File: config.mk
export PLATFORM = sky130hd
export DESIGN_NAME = beep_seq_flat
export DESIGN_NICKNAME = d
export VERILOG_FILES = /design/src/rtl/beep_pkg.sv /design/src/rtl/beep_seq_if.sv /design/src/rtl/beep_phase_timer.sv /design/src/rtl/beep_seq.sv /design/src/flat_wrapper.sv
export SDC_FILE = /design/constraint.sdc
export NUM_CORES = 1
export LEC_CHECK = 0
export ABC_AREA = 1
export CAP_MARGIN = 20
export CORE_UTILIZATION = 23
export CTS_BUF_LIST = sky130_fd_sc_hd__clkbuf_8
export CTS_CLUSTER_DIAMETER = 150
export CTS_CLUSTER_SIZE = 16
export DETAILED_ROUTE_END_ITERATION = 12
export SYNTH_ARGS = -nofsm -noshare
export SYNTH_HDL_FRONTEND = slang
export SYNTH_SLANG_ARGS = --single-unit
File: constraint.sdc
create_clock -name clk -period 1.4 [get_ports clk]
set_clock_uncertainty 0.1 [all_clocks]
set_input_delay 0.42 -clock clk [delete_from_list [all_inputs] [get_ports clk]]
set_output_delay 0.42 -clock clk [all_outputs]
set_load 0.01 [all_outputs]
File: src/rtl/beep_pkg.sv
// Shared definitions for the beep blocks: state encoding, phase select and
// default ON/OFF phase lengths in time-base ticks.
package beep_pkg;

    localparam int unsigned BEEP_CNT_W     = 3;
    localparam int unsigned BEEP_NB_W      = 4;
    localparam int unsigned BEEP_ON_TICKS  = 3;
    localparam int unsigned BEEP_OFF_TICKS = 2;

    typedef enum logic [1:0] {
        ST_IDLE = 2'd0,
        ST_ON   = 2'd1,
        ST_OFF  = 2'd2
    } beep_state_e;

    typedef enum logic {
        PH_ON  = 1'b0,
        PH_OFF = 1'b1
    } beep_phase_e;

endpackage

File: src/rtl/beep_seq_if.sv
// Request/status bundle between alarm/chime control and the beep sequencer.
//   tick   : one-clk 10 Hz time-base pulse
//   start  : one-clk request to begin a sequence
//   nbeeps : beep count, sampled when start is accepted
//   stop   : abort request (level or pulse)
//   buzz   : buzzer drive
//   busy   : sequence running
//   done   : one-clk pulse on normal completion
interface beep_seq_if #(
    parameter int unsigned NB_W = 4
);
    logic            tick;
    logic            start;
    logic [NB_W-1:0] nbeeps;
    logic            stop;
    logic            buzz;
    logic            busy;
    logic            done;

    modport master (
        output tick, start, nbeeps, stop,
        input  buzz, busy, done
    );

    modport slave (
        input  tick, start, nbeeps, stop,
        output buzz, busy, done
    );
endinterface

File: src/rtl/beep_phase_timer.sv
// Loadable phase down-counter for the beep sequencer.
//   clk, rst  : clock, synchronous active-high reset
//   i_load    : load the length selected by i_sel (priority over counting)
//   i_sel     : PH_ON loads ON_TICKS, PH_OFF loads OFF_TICKS
//   i_tick    : time-base pulse; decrements a non-zero count
//   i_clr     : force the count to zero (abort)
//   o_end_c   : combinational, tick seen while count==1 (phase ends)
module beep_phase_timer
    import beep_pkg::*;
#(
    parameter int unsigned CNT_W     = BEEP_CNT_W,
    parameter int unsigned ON_TICKS  = BEEP_ON_TICKS,
    parameter int unsigned OFF_TICKS = BEEP_OFF_TICKS
) (
    input  logic        clk,
    input  logic        rst,
    input  logic        i_load,
    input  beep_phase_e i_sel,
    input  logic        i_tick,
    input  logic        i_clr,
    output logic        o_end_c
);

    logic [CNT_W-1:0] r_cnt;

    // Count register; a load in the ending cycle starts the next phase cleanly.
    always_ff @(posedge clk) begin
        if (rst) begin
            r_cnt <= '0;
        end else if (i_clr) begin
            r_cnt <= '0;
        end else if (i_load) begin
            r_cnt <= (i_sel == PH_ON) ? CNT_W'(ON_TICKS) : CNT_W'(OFF_TICKS);
        end else if (i_tick && (r_cnt != '0)) begin
            r_cnt <= r_cnt - CNT_W'(1);
        end
    end

    assign o_end_c = i_tick && (r_cnt == CNT_W'(1));

endmodule

File: src/rtl/beep_seq.sv
// Beep pattern sequencer: plays nbeeps ON phases separated by OFF phases.
//   clk, rst : clock, synchronous active-high reset (highest priority)
//   bus      : beep_seq_if slave (tick/start/nbeeps/stop in, buzz/busy/done out)
// Optional: define BEEP_TONE_EN to gate buzz with a TONE_DIV-clk square tone.
module beep_seq
    import beep_pkg::*;
#(
    parameter int unsigned CNT_W     = BEEP_CNT_W,
    parameter int unsigned ON_TICKS  = BEEP_ON_TICKS,
    parameter int unsigned OFF_TICKS = BEEP_OFF_TICKS,
    parameter int unsigned NB_W      = BEEP_NB_W,
    parameter int unsigned TONE_DIV  = 2500
) (
    input  logic        clk,
    input  logic        rst,
    beep_seq_if.slave   bus
);

    localparam int unsigned CNT_MAX = (2 ** CNT_W) - 1;

    // Elaboration-time range check on the phase lengths.
    if ((ON_TICKS < 1) || (ON_TICKS > CNT_MAX)) begin : g_bad_on
        $error("beep_seq: ON_TICKS out of range 1..2^CNT_W-1");
    end
    if ((OFF_TICKS < 1) || (OFF_TICKS > CNT_MAX)) begin : g_bad_off
        $error("beep_seq: OFF_TICKS out of range 1..2^CNT_W-1");
    end
    if (TONE_DIV < 1) begin : g_bad_div
        $error("beep_seq: TONE_DIV must be at least 1");
    end

    beep_state_e     r_state, w_state_nxt;
    logic [NB_W-1:0] r_rem, w_rem_nxt;
    logic            w_load, w_clr, w_end, w_done_nxt, w_buzz_nxt;
    beep_phase_e     w_sel;
    logic            r_buzz, r_busy, r_done;

    beep_phase_timer #(
        .CNT_W     (CNT_W),
        .ON_TICKS  (ON_TICKS),
        .OFF_TICKS (OFF_TICKS)
    ) u_timer (
        .clk     (clk),
        .rst     (rst),
        .i_load  (w_load),
        .i_sel   (w_sel),
        .i_tick  (bus.tick),
        .i_clr   (w_clr),
        .o_end_c (w_end)
    );

    // State register plus registered outputs derived from the next state.
    always_ff @(posedge clk) begin
        if (rst) begin
            r_state <= ST_IDLE;
            r_rem   <= '0;
            r_busy  <= 1'b0;
            r_buzz  <= 1'b0;
            r_done  <= 1'b0;
        end else begin
            r_state <= w_state_nxt;
            r_rem   <= w_rem_nxt;
            r_busy  <= (w_state_nxt != ST_IDLE);
            r_buzz  <= w_buzz_nxt;
            r_done  <= w_done_nxt;
        end
    end

    // Next-state and timer control.
    always_comb begin
        w_state_nxt = r_state;
        w_rem_nxt   = r_rem;
        w_load      = 1'b0;
        w_sel       = PH_ON;
        w_clr       = 1'b0;
        w_done_nxt  = 1'b0;
        case (r_state)
            ST_IDLE: begin
                // stop in the same cycle drops the start
                if (bus.start && !bus.stop && (bus.nbeeps != '0)) begin
                    w_state_nxt = ST_ON;
                    w_rem_nxt   = bus.nbeeps;
                    w_load      = 1'b1;
                    w_sel       = PH_ON;
                end
            end
            ST_ON: begin
                if (bus.stop) begin
                    w_state_nxt = ST_IDLE;
                    w_rem_nxt   = '0;
                    w_clr       = 1'b1;
                end else if (w_end) begin
                    if (r_rem == NB_W'(1)) begin
                        // last beep: no trailing OFF phase
                        w_state_nxt = ST_IDLE;
                        w_rem_nxt   = '0;
                        w_done_nxt  = 1'b1;
                    end else begin
                        w_state_nxt = ST_OFF;
                        w_rem_nxt   = r_rem - NB_W'(1);
                        w_load      = 1'b1;
                        w_sel       = PH_OFF;
                    end
                end
            end
            ST_OFF: begin
                if (bus.stop) begin
                    w_state_nxt = ST_IDLE;
                    w_rem_nxt   = '0;
                    w_clr       = 1'b1;
                end else if (w_end) begin
                    w_state_nxt = ST_ON;
                    w_load      = 1'b1;
                    w_sel       = PH_ON;
                end
            end
            default: begin
                w_state_nxt = ST_IDLE;
                w_rem_nxt   = '0;
                w_clr       = 1'b1;
            end
        endcase
    end

`ifdef BEEP_TONE_EN
    localparam int unsigned DIV_W = (TONE_DIV > 1) ? $clog2(TONE_DIV) : 1;

    logic [DIV_W-1:0] r_div, w_div_nxt;
    logic             r_tone, w_tone_nxt;

    // Divider held cleared outside ON so each beep starts with a low half-period.
    always_comb begin
        w_div_nxt  = '0;
        w_tone_nxt = 1'b0;
        if (r_state == ST_ON) begin
            if (r_div == DIV_W'(TONE_DIV - 1)) begin
                w_div_nxt  = '0;
                w_tone_nxt = ~r_tone;
            end else begin
                w_div_nxt  = r_div + DIV_W'(1);
                w_tone_nxt = r_tone;
            end
        end
    end

    always_ff @(posedge clk) begin
        if (rst) begin
            r_div  <= '0;
            r_tone <= 1'b0;
        end else begin
            r_div  <= w_div_nxt;
            r_tone <= w_tone_nxt;
        end
    end

    assign w_buzz_nxt = (w_state_nxt == ST_ON) && w_tone_nxt;
`else
    assign w_buzz_nxt = (w_state_nxt == ST_ON);
`endif

    assign bus.buzz = r_buzz;
    assign bus.busy = r_busy;
    assign bus.done = r_done;

endmodule
File: src/flat_wrapper.sv
// flat-port wrapper written by rule: the top's interface ports become plain ports
module beep_seq_flat import beep_pkg::*;
#(
    parameter int unsigned CNT_W     = BEEP_CNT_W,
    parameter int unsigned ON_TICKS  = BEEP_ON_TICKS,
    parameter int unsigned OFF_TICKS = BEEP_OFF_TICKS,
    parameter int unsigned NB_W      = BEEP_NB_W,
    parameter int unsigned TONE_DIV  = 2500
)
  (clk, rst, bus_tick, bus_start, bus_nbeeps, bus_stop, bus_buzz, bus_busy, bus_done);
  beep_seq_if #(.NB_W(NB_W)) bus_i ();
  input  logic clk;
  input  logic rst;
  input wire logic [$bits(bus_i.tick)-1:0] bus_tick;
  input wire logic [$bits(bus_i.start)-1:0] bus_start;
  input wire logic [$bits(bus_i.nbeeps)-1:0] bus_nbeeps;
  input wire logic [$bits(bus_i.stop)-1:0] bus_stop;
  output wire logic [$bits(bus_i.buzz)-1:0] bus_buzz;
  output wire logic [$bits(bus_i.busy)-1:0] bus_busy;
  output wire logic [$bits(bus_i.done)-1:0] bus_done;
  assign bus_i.tick = bus_tick;
  assign bus_i.start = bus_start;
  assign bus_i.nbeeps = bus_nbeeps;
  assign bus_i.stop = bus_stop;
  assign bus_buzz = bus_i.buzz;
  assign bus_busy = bus_i.busy;
  assign bus_done = bus_i.done;
  beep_seq #(.CNT_W(CNT_W), .ON_TICKS(ON_TICKS), .OFF_TICKS(OFF_TICKS), .NB_W(NB_W), .TONE_DIV(TONE_DIV)) u_core (.clk(clk), .rst(rst), .bus(bus_i));
endmodule
==> results.json, run 1 <==
{
  "outcome": "finished, violations left",
  "violations": "negative setup slack",
  "worstSetupEndpointType": "flip-flop",
  "wire_per_inst_um": 10.1,
  "grt_first_pass_wirelength_um": 3300,
  "cp-start-kind": "flip-flop",
  "rows": 21,
  "crit_path_max_incr_delay_ns": 0.39,
  "seq_area_frac_synth_pct": 29.1,
  "crit_type": "flip-flop to flip-flop",
  "antenna_found_initial": 0,
  "vias_per_cell": 4.23,
  "synth_flop_cell": "dfxtp_1",
  "fin_crit_ns": 1.43,
  "ios": 12,
  "hold_buffers": 0,
  "areaGrowthSynthToFinish_pct": 61.4,
  "syn_avg_cell_area_sq_um": 6.77,
  "synth_top_area_share_pct": 29.1,
  "required_ns": 1.44,
  "synth_enable_flop_cells": 0,
  "slew_viol_final": 0,
  "power.leakage_nw": 0.633,
  "grt_usage_pct": 11.8,
  "syn_area_sq_um": 826,
  "critPathArrivalTime_ns": 1.47,
  "core_area_sq_um": 3390,
  "cts_buffer_depth": 2,
  "cp_cell_sequence": "inv_6 > ha_4 > nor2_2 > nor3_4 > buf_4 > buf_4 > nand2_2 > inv_1",
  "place_hpwl_um": 1420,
  "p_comb_share_pct": 35.3,
  "gp_congestion": 0.774,
  "hold_depth": 2,
  "portBuffers": 11,
  "pwr-share-clk_pct": 31.2,
  "hold_path_end": "u_core.r_rem[0]",
  "switchingPower_w": 0.000382,
  "final_nets": 171,
  "diodes": 0,
  "clk-insertion-delay-late_ns": 0.24,
  "clkTransAtPathRegs_ns": 0.06,
  "regToRegStartpoint": "u_core.r_state[0]",
  "hold_path.class": "flip-flop to flip-flop",
  "drt_iter0_drc": 20,
  "yosysUniqueCellTypes": 21,
  "synth_top_area_cell": "dfxtp_1",
  "synth.area.top_cells": "dfxtp_1, ha_1, nand2_1",
  "rsz0062_at_grt": "true",
  "power_per_cell_area_nw_per_um2": 913,
  "finalSetupViolCount": 2,
  "cts.sinks": 12,
  "htree_levels": 1,
  "critPathMaxFanout": 3,
  "final_hold_viol_count": 0,
  "async_reset_ff_share_pct": 0,
  "grt_max_degree": 8,
  "postRouteAntennaNets": 0,
  "cts_tree": "built",
  "ir_worst_vdd_mv": 0.469,
  "switching_share_pct": 31.4,
  "fill_cells": 346,
  "min_from": "u_core.r_rem[0]",
  "drv_cap": 0,
  "num_vias": 838,
  "ys_seq_elements": 12,
  "die_y_um": 61.9,
  "tightest_slew_ns": 0.231,
  "r2r_end": "u_core.u_timer.r_cnt[1]",
  "dieArea_sq_um": 3830,
  "fp.dieW_um": 61.9,
  "drc_errors": 0,
  "grt_pass1_vias": 816,
  "finalWorstSetupSlack_ns": -0.0299,
  "slowest_stage": "dfxtp_4",
  "relSlewSlack_pct": 84.5,
  "p_int_w": 0.000835,
  "max_freq_ghz": 0.699,
  "period_share_pct": 102,
  "cpMostUsedCell": "buf_4",
  "cts-root-buf": "clkbuf_8",
  "drt_first_pass_iters": 4,
  "cts_buffers": 3,
  "start_util_pct": 24.4,
  "place_ws_ns": -0.539,
  "drive_above_1_share_pct": 42.8,
  "synth_warnings": 0,
  "setup_tns_ns": -0.0494,
  "synth_cells": 122,
  "overflow": 0,
  "r2r_slack_ns": -0.03,
  "worst_r2r_path_depth": 8,
  "drt_wl_total_um": 1990,
  "power_frac_seq_pct": 33.5,
  "synth_fp_nets": 140
}
==> per-layer routing <==
layer	up-vias	routed length [um]	global-route usage, %
met5	-	0	0
met4	0	9	1.90
met3	2	63	3.73
met2	9	1030	21.4
met1	386	891	13.7
li1	441	-	-
==> registers in the layout, summed over array words and instances, names as in the netlist <==
signal,cells
u_core.bus.busy,1
u_core.bus.buzz,1
u_core.bus.done,1
u_core.r_rem,4
u_core.r_state,2
u_core.u_timer.r_cnt,3
==> power groups by stage <==
stage / Clock, W / Combinational, W / Sequential (W)
finish: 0.000379 / 0.000430 / 0.000408
global route: 0.000407 / 0.000483 / 0.000412
CTS: 0.000389 / 0.000374 / 0.000403
detailed placement: 0 / 0.000344 / 0.000404
global placement: 0 / 0.000344 / 0.000405
floorplan: 0 / 0.000219 / 0.000403
==> timing repair <==
item                                    CTS  global route
endpoints found under the setup margin   14            11
setup buffers                             3             1
pin swaps                                17            16
gates resized for setup                  43            27
==> synth_stat cells, types with 2 or more instances <==
master and count:
nor3_1 2, nand2_1 29, nand3_1 12, dfxtp_1 12
o21ai_0 4, nor2_1 13, ha_1 9, xor2_1 2
inv_1 21, nand2_2 2, a21oi_1 6
==> area by class of cell <==
| type | instances | area, sq um | share of cell area, % |
|---|---|---|---|
| Timing Repair Buffer | 27 | 228 | 17.1 |
| Sequential cell | 12 | 248 | 18.6 |
| Inverter | 22 | 95.1 | 7.14 |
| Clock buffer | 4 | 55.1 | 4.13 |
| Multi-Input combinational cell | 87 | 649 | 48.7 |
| Tap cell | 46 | 57.6 | 4.32 |
==> cell families (layout without fill, tap and decap cells) <==
logic type                 after synthesis  after routing  share of synthesized area [%]
buffers and inverters                   23             53                           10.9
and+or+nand+nor                         63             63                           34.2
AOI/OAI and AO/OA                       12             12                           8.94
DFF                                     12             12                           29.1
adders and majority gates                9              9                           13.6
xor gates and xnor gates                 3              3                           3.18
==> worst max-delay path, delay by kind of cell (launching register included) <==
family / cells / cell delay (ns)
simple gates: 3 / 0.25
flops: 1 / 0.39
buf+inv: 4 / 0.34
fa+ha+maj: 1 / 0.24
==> cell usage in the layout (no fill, tap or decap), types with 2 or more instances in the layout <==
master and instances:
nor2_1 8, dlygate4sd2_1 9, nand2_1 21, xor2_1 2, ha_4 5, o21ai_1 4
nor2_4 3, inv_1 14, nand3_2 6, nand3_1 6, buf_6 3, clkbuf_8 4
buf_4 13, nand2_2 10, ha_1 4, inv_2 3, inv_4 3, nor2_2 4
a21oi_1 5, dfxtp_2 3, dfxtp_1 8
==> worst max-delay path by stage <==
| stage | startpoint | to | slack, ns | cells past startpoint |
|---|---|---|---|---|
| floorplan | u_core.r_state[1] | u_core.r_rem[3] | 0.03 | 8 |
| global placement | bus_stop | u_core.bus.busy | -0.54 | 9 |
| detailed placement | bus_stop | u_core.bus.busy | -0.54 | 9 |
| CTS | bus_stop | u_core.bus.busy | -0.01 | 9 |
| global route | u_core.r_state[0] | u_core.u_timer.r_cnt[2] | -0.12 | 7 |
| finish | u_core.r_state[0] | u_core.u_timer.r_cnt[1] | -0.03 | 8 |
==> through the flow <==
step	instances	power (W)	hold WS, ns	utilization, %	area [sq um]
2_1_floorplan	122	0.000622	0.365	-	831
6_report	198	0.00122	0.378	39.3	1330
3_5_place_dp	191	0.000748	0.386	32.1	1090
3_3_place_gp	191	0.000749	0.392	32.1	1090
5_1_grt	198	0.00130	0.396	39.3	1330
4_1_cts	197	0.00117	0.377	36.9	1250
(Power assumes the default switching activity.)
==> run 2, diff against run 1 <==
--- a/config.mk
+++ b/config.mk
@@ -5,10 +5,9 @@
 export SDC_FILE = /design/constraint.sdc
 export NUM_CORES = 1
 export LEC_CHECK = 0
-export ABC_AREA = 1
 export CAP_MARGIN = 20
 export CORE_UTILIZATION = 23
-export CTS_BUF_LIST = sky130_fd_sc_hd__clkbuf_8
+export CTS_BUF_LIST = sky130_fd_sc_hd__clkbuf_4 sky130_fd_sc_hd__clkbuf_8 sky130_fd_sc_hd__clkbuf_16
 export CTS_CLUSTER_DIAMETER = 150
 export CTS_CLUSTER_SIZE = 16
 export DETAILED_ROUTE_END_ITERATION = 12
==> run 2 against run 1 <==
The run still ends with negative setup slack left. Synthesized cell count decreased by 21%. Die area increased by 2.8%. Worst setup slack got worse by 0.15 ns. Sequential power about the same. Synthesized area increased by 2.9%. Maximum frequency decreased by 9.8%. Sequential share of layout area decreased by 2.8 points. Highest routed layer unchanged.
==> results.json, run 2 <==
{
  "switchingPower_w": 0.000425,
  "critPathLaunch": "u_core.r_state[0]",
  "drt_wl_total_um": 2500,
  "grt_max_degree": 8,
  "htree_levels": 1,
  "place_ws_ns": -0.697,
  "drt_first_pass_iters": 4,
  "ios": 12,
  "synth_top_area_share_pct": 28.3,
  "drt_iter0_drc": 20,
  "critPathMaxFanout": 5,
  "rows": 21,
  "fin_crit_ns": 1.58,
  "critPathArrivalTime_ns": 1.66,
  "seq_area_frac_synth_pct": 28.3,
  "top_regs": "u_core.r_rem: 4 flops, u_core.u_timer.r_cnt: 3 flops, u_core.r_state: 2 flops",
  "synth.area.top_cells": "dfxtp_1, ha_1, inv_1",
  "synth_cells": 96,
  "synth_fp_nets": 114,
  "overflow": 0,
  "drc_errors": 0,
  "ys_seq_elements": 12,
  "areaGrowthSynthToFinish_pct": 87.2,
  "period_share_pct": 113,
  "design_power_total_w": 0.00136,
  "tightest_slew_ns": 0.369,
  "cp-endpoint": "u_core.bus.buzz",
  "rsz0062_at_grt": "true",
  "power.leakage_nw": 0.659,
  "relSlewSlack_pct": 75.2,
  "top_register": "u_core.r_rem",
  "worstSetupEndpointType": "flip-flop",
  "syn_avg_cell_area_sq_um": 8.85,
  "fp.dieW_um": 62.8,
  "finalSetupViolCount": 11,
  "power_per_cell_area_nw_per_um2": 857,
  "power_frac_seq_pct": 29.8,
  "ff_latch_area_sq_um": 251,
  "fill_cells": 309,
  "layout_commonest_cell": "buf_4",
  "required_ns": 1.47,
  "slew_viol_final": 0,
  "clk-insertion-delay-late_ns": 0.24,
  "p_comb_share_pct": 41.7,
  "diodes": 0,
  "drv_cap": 0,
  "cts_buffer_depth": 2,
  "hold_path.class": "flip-flop to flip-flop",
  "pwr-share-clk_pct": 28.5,
  "ir_worst_vdd_mv": 0.341,
  "antenna_found_initial": 0,
  "final_hold_viol_count": 0,
  "r2r_end": "u_core.bus.buzz",
  "switching_share_pct": 31.2,
  "synth_top_area_cell": "dfxtp_1",
  "synth_warnings": 0,
  "grt_pass1_vias": 877,
  "yosysUniqueCellTypes": 36,
  "worst_r2r_path_depth": 6,
  "synth_flop_cell": "dfxtp_1",
  "final_cell_mix": "buf_4, dlygate4sd2_1, nor2_1, dfxtp_1",
  "syn_area_sq_um": 850,
  "crit_type": "flip-flop to flip-flop",
  "largest_reg_flops": 4,
  "num_vias": 885,
  "p_int_w": 0.000938,
  "hold_buffers": 0,
  "start_util_pct": 24.7,
  "drive_above_1_share_pct": 60.5,
  "postRouteAntennaNets": 0,
  "vias_per_cell": 4.59,
  "die_y_um": 62.8,
  "cts.sinks": 12,
  "grt_usage_pct": 12.9,
  "synth_enable_flop_cells": 0,
  "synth_commonest_cells": "dfxtp_1, inv_1, ha_1, nor2_1, a21oi_1",
  "synth_most_common_cell": "dfxtp_1",
  "cp-start-kind": "flip-flop",
  "clkTransAtPathRegs_ns": 0.06,
  "portBuffers": 11,
  "postLayoutCoreUtil_pct": 46.2,
  "cts_buffers": 3,
  "place_area_sq_um": 1320,
  "cts-root-buf": "clkbuf_8",
  "stdcell_area_sq_um": 1590,
  "regToRegStartpoint": "u_core.r_state[0]",
  "finalWorstSetupSlack_ns": -0.184,
  "cts_tree": "built",
  "gp_congestion": 0.795,
  "wire_per_inst_um": 12.9,
  "violations": "negative setup slack",
  "grt_first_pass_wirelength_um": 3970,
  "r2r_slack_ns": -0.18,
  "outcome": "finished, violations left",
  "core_area_sq_um": 3440,
  "place_hpwl_um": 1830,
  "dieArea_sq_um": 3940,
  "max_freq_ghz": 0.631,
  "final_nets": 166,
  "multi_input_area_sq_um": 793,
  "async_reset_ff_share_pct": 0
}
==> run 2: cell count changes after synthesis, sizes merged, moves of 2 or more <==
cell / previous run / this run
a22oi: 0 / 2
nand2b: 0 / 5
o21bai: 0 / 2
nor2: 15 / 9
a2111oi: 0 / 2
a311oi: 0 / 2
nand2: 32 / 2
inv: 21 / 10
o211ai: 0 / 2
clkbuf: 0 / 2
nor3b: 0 / 3
nand3: 12 / 1
nor3: 2 / 5
==> run 2: logic make-up (layout without fill, tap and decap cells) <==
logic type               Yosys count  after routing  synth area share [%]
AO/OA/AOI/OAI                     28             28                  24.9
XOR/XNOR                           2              2                  2.06
adder cells (fa/ha/maj)            9              9                  13.3
buffers and inverters             12             63                  5.30
flip-flops                        12             12                  28.3
multiplexers                       1              1                  1.33
AND/OR/NAND/NOR                   32             32                  24.9
==> run 2: what timing repair did <==
action | in CTS | in global routing
cloned | 0 | 0
pin swaps | 8 | 9
gates resized for setup | 35 | 13
setup buffers | 2 | 7
setup endpoints to repair | 15 | 12
==> run 2: stage by stage <==
stage / instances / TNS (ns) / hold WS, ns
floorplan: 96 / -0.628 / 0.405
global placement: 180 / -7.06 / 0.543
detailed placement: 180 / -7.33 / 0.538
CTS: 186 / -1.29 / 0.544
global route: 193 / -2.19 / 0.574
finish: 193 / -1.42 / 0.540
==> run 2: worst min path at each step <==
stage                          from               to  slack (ns)  cells after the start
global placement    u_core.r_rem[1]  u_core.r_rem[1]        0.54                      3
CTS                 u_core.r_rem[1]  u_core.r_rem[1]        0.54                      3
detailed placement  u_core.r_rem[1]  u_core.r_rem[1]        0.54                      3
finish              u_core.r_rem[1]  u_core.r_rem[1]        0.54                      3
global route        u_core.r_rem[1]  u_core.r_rem[1]        0.57                      3
floorplan           u_core.r_rem[1]  u_core.r_rem[1]        0.41                      2
==> run 2: cell type report <==
type                            instances  area share [%]
Multi-Input combinational cell         72            49.9
Inverter                               10            2.68
Tap cell                               46            3.62
Sequential cell                        12            15.8
Timing Repair Buffer                   49            24.5
Clock buffer                            4            3.46
==> run 2: power groups by stage <==
stage	registers, W	logic (W)	clock network, W
2_1_floorplan	0.000415	0.000242	0
3_3_place_gp	0.000409	0.000428	0
3_5_place_dp	0.000410	0.000439	0
4_1_cts	0.000403	0.000499	0.000385
5_1_grt	0.000411	0.000615	0.000407
6_report	0.000407	0.000568	0.000389
==> run 2: per-layer routing <==
layer / vias up / share of wire, % / wire length (um) / GRT usage, %
met5: - / 0 / 0 / 0
li1: 453 / - / - / -
met3: 4 / 1.7 / 43 / 1.82
met2: 12 / 47 / 1180 / 21.3
met1: 416 / 49 / 1230 / 16.5
met4: 0 / 1.7 / 42 / 5.23
==> run 2: critical path, stage by stage, from the launching register on <==
cell	delay [ns]
dfxtp_4	0.37
inv_4	0.07
ha_4	0.16
and4bb_2	0.27
nor2_4	0.24
o2111ai_4	0.16
a21oi_1	0.14
==> run 3, diff against run 2 <==
--- a/config.mk
+++ b/config.mk
@@ -9,8 +9,8 @@
 export CORE_UTILIZATION = 23
 export CTS_BUF_LIST = sky130_fd_sc_hd__clkbuf_4 sky130_fd_sc_hd__clkbuf_8 sky130_fd_sc_hd__clkbuf_16
 export CTS_CLUSTER_DIAMETER = 150
-export CTS_CLUSTER_SIZE = 16
 export DETAILED_ROUTE_END_ITERATION = 12
+export PLACE_DENSITY_LB_ADDON = 0.1
 export SYNTH_ARGS = -nofsm -noshare
 export SYNTH_HDL_FRONTEND = slang
 export SYNTH_SLANG_ARGS = --single-unit
==> run 3 against run 2 <==
The run still ends with negative setup slack left. Via count grew 1.9%. Count of clock-buffer cells in the layout unchanged. Utilization up 0.80 points. Worst setup slack got worse by 0.047 ns. Global-route usage rose by 1.5 points. Sequential power hardly changed. Combinational power is 3% lower. Non-clock buffer count fell by 1. Cell count decreased by 0.52%.
==> results.json, run 3 (synthesis results as in run 2) <==
{
  "outcome": "finished, violations left",
  "violations": "negative setup slack",
  "critPathLaunch": "u_core.r_rem[1]",
  "drive_above_1_share_pct": 60.3,
  "met2_wirelength_um": 1200,
  "wl_met1_um": 1210,
  "grt_usage_pct": 14.3,
  "top_layer": "met4",
  "slowest_stage": "or3_4",
  "route.met3.wl_um": 77,
  "diodes": 0,
  "clk-insertion-delay-late_ns": 0.24,
  "areaGrowthSynthToFinish_pct": 90.4,
  "r2r_slack_ns": -0.23,
  "wire_per_inst_um": 13.2,
  "ios": 12,
  "drt_iter0_drc": 22,
  "grt_pass1_vias": 921,
  "rsz0062_at_grt": "true",
  "num_vias": 902,
  "dp_cells": 183,
  "critPathMaxFanout": 4,
  "required_ns": 1.48,
  "fill_cells": 345,
  "vias_per_cell": 4.70,
  "gp_congestion": 0.758,
  "period_share_pct": 117,
  "relSlewSlack_pct": 77.6,
  "final_cells": 192,
  "hold_path.class": "flip-flop to flip-flop",
  "final_hold_viol_count": 0,
  "drv_cap": 0,
  "drt_first_pass_iters": 4,
  "cts_buffer_depth": 2,
  "core_area_sq_um": 3440,
  "power.leakage_nw": 0.656,
  "fin_crit_ns": 1.63,
  "crit_path_max_incr_delay_ns": 0.35,
  "fp.dieW_um": 62.8,
  "finalSetupViolCount": 11,
  "cp_cell_sequence": "inv_2 > ha_4 > nor3b_4 > or3_4 > a311oi_2 > nand2b_1",
  "drt_wl_total_um": 2540,
  "clkTransAtPathRegs_ns": 0.06,
  "final_nets": 165,
  "largest_reg_flops": 4,
  "power_per_cell_area_nw_per_um2": 829,
  "place_hpwl_um": 1940,
  "start_util_pct": 24.7,
  "cts-root-buf": "clkbuf_8",
  "overflow": 0,
  "cts_buffers": 3,
  "layout_commonest_cell": "buf_4",
  "slew_viol_final": 0,
  "finalWorstSetupSlack_ns": -0.231,
  "min_from": "u_core.r_rem[1]",
  "cp-start-kind": "flip-flop",
  "regToRegStartpoint": "u_core.r_rem[1]",
  "ir_worst_vdd_mv": 0.282,
  "dieArea_sq_um": 3940,
  "rows": 21,
  "htree_levels": 1,
  "critPathArrivalTime_ns": 1.71,
  "drc_errors": 0,
  "die_y_um": 62.8,
  "worstSetupEndpointType": "flip-flop",
  "grt_max_degree": 8,
  "place_ws_ns": -0.646,
  "final_cell_mix": "buf_4, nor2_1, dfxtp_1",
  "tightest_slew_ns": 0.336,
  "top_regs": "u_core.r_rem: 4 flops, u_core.u_timer.r_cnt: 3 flops, u_core.r_state: 2 flops",
  "max_freq_ghz": 0.613,
  "cts_tree": "built",
  "grt_first_pass_wirelength_um": 4350,
  "antenna_found_initial": 0,
  "top_register": "u_core.r_rem",
  "crit_type": "flip-flop to flip-flop",
  "portBuffers": 11,
  "design_power_total_w": 0.00134,
  "postRouteAntennaNets": 0,
  "cts.sinks": 12,
  "holdWs_ns": 0.541
}
==> run 3: changes by cell type in the layout (fill, tap and decap cells not counted), sizes merged <==
| cell | delta |
|---|---|
| clkdlybuf4s15 | +2 |
| dlygate4sd2 | -2 |
| buf | -1 |
==> run 3: worst max-delay path, delay by kind of cell, from the launching register on <==
kind	cells	cell delay (ns)
AND/OR/NAND/NOR	3	0.66
flip-flops	1	0.33
AO/OA/AOI/OAI	1	0.29
adder cells (fa/ha/maj)	1	0.15
buffers and inverters	1	0.05
==> run 3: layout make-up <==
type                       instances  area [sq um]  area share, %
clock buffer                       4          55.1           3.40
tap                               46          57.6           3.56
sequential                        12           253           15.6
timing repair buffer              48           389           24.1
inverter                          10          42.5           2.63
multi-input combinational         72           821           50.7
==> run 3: final timing paths <==
check / cells past startpoint / to
worst min register to register: 3 / u_core.r_rem[1]
worst max-delay path: 6 / u_core.bus.busy
worst max register to register: 6 / u_core.bus.busy
worst min-delay path: 3 / u_core.r_rem[1]
==> run 3: report_power, final <==
| group | switching [W] | leakage [nW] | internal (W) |
|---|---|---|---|
| clock network | 0.000133 | 0.0288 | 0.000249 |
| logic | 0.000253 | 0.526 | 0.000300 |
| registers | 0.0000303 | 0.101 | 0.000376 |
==> run 3: metal layers <==
metal	up-vias	track usage [%]
li1	450	-
met1	428	18.8
met2	19	23.0
met3	5	1.82
met4	0	6.98
met5	-	0
==> run 3: timing repair <==
item                                    4_1_cts  5_1_grt
hold buffers                                  0        0
pin swaps                                    10        4
gates resized for setup                      43        9
endpoints found under the setup margin       15       12
buffers inserted                              3        2
==> run 3: stage by stage <==
stage	instance area [sq um]	utilization, %	TNS (ns)
CTS	1560	45.3	-1.42
finish	1620	47.0	-1.30
global placement	1340	38.9	-6.94
floorplan	950	-	-0.628
detailed placement	1340	38.9	-6.95
global route	1620	47.0	-2.05
